<file path="config.mk">
export PLATFORM = sky130hd
export DESIGN_NAME = mem_port_arbiter
export DESIGN_NICKNAME = d
export VERILOG_FILES = /design/src/rtl/mem_port_arbiter.sv
export SDC_FILE = /design/constraint.sdc
export NUM_CORES = 1
export LEC_CHECK = 0
export CORE_AREA = 2 2 117 119
export CTS_BUF_LIST = sky130_fd_sc_hd__clkbuf_4
export DETAILED_ROUTE_END_ITERATION = 7
export DIE_AREA = 0 0 119 121
export GPL_ROUTABILITY_DRIVEN = 0
export SYNTH_ARGS = -nofsm -noshare
export SYNTH_HDL_FRONTEND = slang
export SYNTH_SLANG_ARGS = --single-unit
</file>
<file path="constraint.sdc">
create_clock -name clock -period 1.6 [get_ports clock]
set_input_delay 0.16 -clock clock [delete_from_list [all_inputs] [get_ports clock]]
set_output_delay 0.16 -clock clock [all_outputs]
set_load 0.01 [all_outputs]
</file>
<file path="src/rtl/mem_port_arbiter.sv">
// mem_port_arbiter: two-requester arbiter for the RAM data port, round-robin with optional bus lock.
// Optional locking is enabled by defining MEM_ARB_LOCK_EN.
module mem_port_arbiter #(
   parameter int XLEN     = 32,
   parameter int LOCK_MAX = 16
) (
   input  logic            clock,
   input  logic            reset,
   input  logic            m0_req,
   input  logic            m1_req,
   input  logic            m0_we,
   input  logic            m1_we,
   input  logic            m0_lock,
   input  logic            m1_lock,
   input  logic [XLEN-1:0] m0_addr,
   input  logic [XLEN-1:0] m1_addr,
   input  logic [XLEN-1:0] m0_wdata,
   input  logic [XLEN-1:0] m1_wdata,
   output logic            m0_gnt,
   output logic            m1_gnt,
   output logic            m0_rvalid,
   output logic            m1_rvalid,
   output logic [XLEN-1:0] m0_rdata,
   output logic [XLEN-1:0] m1_rdata,
   output logic            ram_write_en,
   output logic [XLEN-2:0] ram_daddr,
   output logic [XLEN-1:0] ram_data_i,
   input  logic [XLEN-1:0] ram_data_o
);
   logic       last, sel, any_gnt;
   logic [1:0] rd_pend;
   logic       unused;
   assign any_gnt = ~reset & (m0_req | m1_req);
`ifdef MEM_ARB_LOCK_EN
   localparam logic [7:0] LMAX = 8'(LOCK_MAX);
   logic       locked, owner, own_req, sel_lock;
   logic [7:0] lock_cnt, cnt_next;
   assign unused   = ^{m0_addr[0], m1_addr[0]};
   assign own_req  = owner ? m1_req : m0_req;
   assign sel      = (locked & own_req) ? owner : (m0_req & m1_req) ? ~last : m1_req;
   assign sel_lock = sel ? m1_lock : m0_lock;
   assign cnt_next = ((locked && owner == sel) ? lock_cnt : 8'd0) + 8'd1;
   // Hitting LMAX drops the lock; last already equals the owner, so the peer wins the next tie.
   always_ff @(posedge clock) begin
      if (reset) begin
         locked   <= 1'b0;
         owner    <= 1'b0;
         lock_cnt <= 8'd0;
      end else if (any_gnt && sel_lock) begin
         owner    <= sel;
         locked   <= cnt_next != LMAX;
         lock_cnt <= (cnt_next == LMAX) ? 8'd0 : cnt_next;
      end else if (any_gnt || (locked && !own_req)) begin
         locked   <= 1'b0;
         lock_cnt <= 8'd0;
      end
   end
`else
   assign unused = ^{m0_addr[0], m1_addr[0], m0_lock, m1_lock};
   assign sel    = (m0_req & m1_req) ? ~last : m1_req;
`endif
   assign m0_gnt       = any_gnt & ~sel;
   assign m1_gnt       = any_gnt & sel;
   assign ram_write_en = any_gnt & (sel ? m1_we : m0_we);
   assign ram_daddr    = (any_gnt & sel) ? m1_addr[XLEN-1:1] : m0_addr[XLEN-1:1];
   assign ram_data_i   = (any_gnt & sel) ? m1_wdata : m0_wdata;
   // A response pending across a reset is dropped, so rvalid is masked while reset is high.
   assign m0_rvalid    = rd_pend[0] & ~reset;
   assign m1_rvalid    = rd_pend[1] & ~reset;
   assign m0_rdata     = ram_data_o;
   assign m1_rdata     = ram_data_o;
   always_ff @(posedge clock) begin
      if (reset) begin
         last    <= 1'b1;
         rd_pend <= 2'b00;
      end else begin
         rd_pend <= {m1_gnt & ~m1_we, m0_gnt & ~m0_we};
         if (any_gnt) last <= sel;
      end
   end
endmodule

</file>
==> impl_metrics.csv <==
group,metric,value,unit
route,vias_per_cell,3.47,
global_route,grt_max_degree,10,
critical_path,path_common_cell,"buf_6",
placed_design,dp_hpwl,7480,µm
route,route.detailed.drc,0,
critical_path,crit_path_end_kind,"output port",
global_route,grt_antenna_before_repair,0,
floorplan,die_y,121,µm
power,power,1360,µW
global_route,gr-usage-met1,15.8,%
synth,yosysMostFrequentCell,"buf_4",
run,drv_cap,0,
power,power_leakage,0.00163,µW
critical_path,max_stage_delay,320,ps
floorplan,die_w,119,µm
cells_and_area,area_delta_synth_final,139,%
synth,syn_nets,319,
synth,ys_seq_elements,3,
global_route,grt_first_pass_wirelength,13300,µm
synth,seq_area_frac_synth,3.79,%
timing,skew,2.52,ps
timing,slew_viol_final,0,
synth,synth_edf_count,0,
timing,finalHoldViolCount,0,
synth,synth-main-ff-cell,"dfxtp_1",
synth,synthArstFlopShare,0,%
floorplan,start_util,12.1,%
cts,h-tree-depth,1,
route,firstDrtPassIters,4,
power,p_per_area,360,mW/mm²
global_route,grt_util_all_layers,12.6,%
critical_path,path_class,"flip-flop to output port",
synth,ys_warn_count,0,
synth,syn_area_per_cell,10.5,µm²
floorplan,die_area,0.0144,mm²
cells_and_area,layout.nets,474,
route,drtIter0Drc,63,
floorplan,num_io_pins,300,
placed_design,numPortBuffers,199,
cts,cts-root-buf,"clkbuf_4",
run_status,violations,"setup timing",
placed_design,dp_slack,-706,ps
timing,hold_slack,320,ps
critical_path,worst_ep_arrival_time,1610,ps
global_route,use_met3,4.18,%
timing,finalCritPeriodShare,111,%
global_route,grt_pass1_vias,1888,
cts,clock-sinks,3,
synth,synthCells,151,
power,vdd_drop_max,0.0809,mV
timing,worst_slack,-170,ps
critical_path,cp_slowest_cell,"dfxtp_2",
floorplan,core_area,0.0131,mm²
cells_and_area,finish.instance_area,0.00379,mm²
cts,cts_buffer_depth,2,
cts,cts_tree,"built",
floorplan,num_rows,42,
cts,cts_buffers,3,
cells_and_area,drive_above_1_share,51.8,%
cells_and_area,num_antenna_cells,0,
timing,rsz0062_at_grt,"true",
route,finalWirelength,9620,µm
timing,tightest_slew,205,ps
cells_and_area,fillCellCount,1314,
synth,synth.largest_area_cell,"mux2_4",
cts,clock_latency,230,ps
route,vias,1667,
cts,clk_pin_slew,40,ps
critical_path,worstPathCellList,"nand2_2 > and3b_4 > buf_6 > buf_4 > clkbuf_16 > mux2_4 > buf_6",
global_route,grt.busiest_layer,"met2",
critical_path,crit_fanout,4,
critical_path,crit_required,1440,ps
timing,slew_headroom,86.3,%
synth,ys_types,15,
timing,setup_viol,63,
cells_and_area,final_util,28.9,%
route,wire_per_inst,20.0,µm
synth,synthDominantCellAreaShare,47.3,%
critical_path,startpoint_type,"flip-flop",
global_route,overflow,0,
synth,synth_area,0.00159,mm²
cells_and_area,regArea,61.3,µm²
route,ant_nets,0,
cells_and_area,multi_input_area,0.00103,mm²
placed_design,dpl_cell_area,0.00333,mm²
synth,synth_commonest_cells,"64 x buf_4, 50 x mux2_4, 13 x mux2_2",
global_route,grt_util_met2,21.3,%
timing,clock.fmax,0.565,GHz
run_status,status,"finished, violations left",
synth,synthTopCellsByArea,"mux2_4 47%, buf_4 30%, mux2_2 9.2%",
timing,period_needed,1770,ps
min_path,hold_path.class,"input pin to output port",
## sequential cells by signal (all words and copies together) (netlist names)
name     flops
rd_pend      2
last         1
## per-layer routing
metal | up-vias | routed length, µm | share of wire, %
li1 | 761 | - | -
met1 | 770 | 4120 | 43
met2 | 121 | 4570 | 47
met3 | 15 | 895 | 9.3
met4 | 0 | 34 | 0.35
met5 | - | 0 | 0
## kinds of logic (layout without fill, tap and decap cells)
| group | count (synthesis) | after routing | synth area share [%] |
|---|---|---|---|
| AND/OR/NAND/NOR | 12 | 12 | 4.18 |
| buffers and inverters | 71 | 225 | 34.9 |
| multiplexers | 63 | 63 | 56.5 |
| AO/OA/AOI/OAI | 2 | 2 | 0.630 |
| flip-flops | 3 | 3 | 3.79 |
## worst paths after layout
kind | from | endpoint | slack, ps | depth (start not counted)
setup / recovery | last$_SDFFE_PP1P_ | ram_daddr[18] | -170 | 7
hold / removal | ram_data_o[11] | m0_rdata[11] | 320 | 0
setup reg to reg | last$_SDFFE_PP1P_ | rd_pend[1]$_SDFF_PP0_ | 310 | 7
hold reg to reg | last$_SDFFE_PP1P_ | last$_SDFFE_PP1P_ | 610 | 3
## power by group
group	internal, µW	switching, µW	total, µW
registers	79.4	1.45	80.8
clock network	110	35.3	145
logic	781	355	1140
## critical path: cells and delay by family, from the launching register on
kind	cells	cell delay (ps)
buf+inv	4	520
flops	1	320
simple gates	2	250
mux	1	300
## repair_timing
action / in CTS / in global routing
hold buffers: 0 / 0
endpoints found under the setup margin: 68 / 66
gates resized for setup: 333 / 41
buffers inserted: 6 / 2
gates cloned: 6 / 1
## cells in the final DEF, fill, tap and decap left out, drive strengths merged
cell type,netlist,final
a21oi,1,1
and3b,1,1
buf,71,85
clkbuf,0,6
clkdlybuf4s15,0,1
clkdlybuf4s50,0,130
dfxtp,3,3
dlygate4sd2,0,3
mux2,63,63
nand2,2,2
nand2b,2,2
nand3,2,2
nor2,1,1
nor2b,3,3
nor3,1,1
o21ai,1,1
## per-stage QoR
stage / setup TNS (ps) / std cells
floorplan: 0 / 151
global placement: -42790 / 463
detailed placement: -42770 / 463
CTS: -10610 / 478
global route: -13220 / 481
finish: -8920 / 481
## cell type report
class	instances	share of cell area, %
sequential	3	1.62
clock buffer	4	0.793
multi-input combinational	77	27.3
tap	176	5.81
timing repair buffer	221	64.5
(Power assumes the default switching activity.)
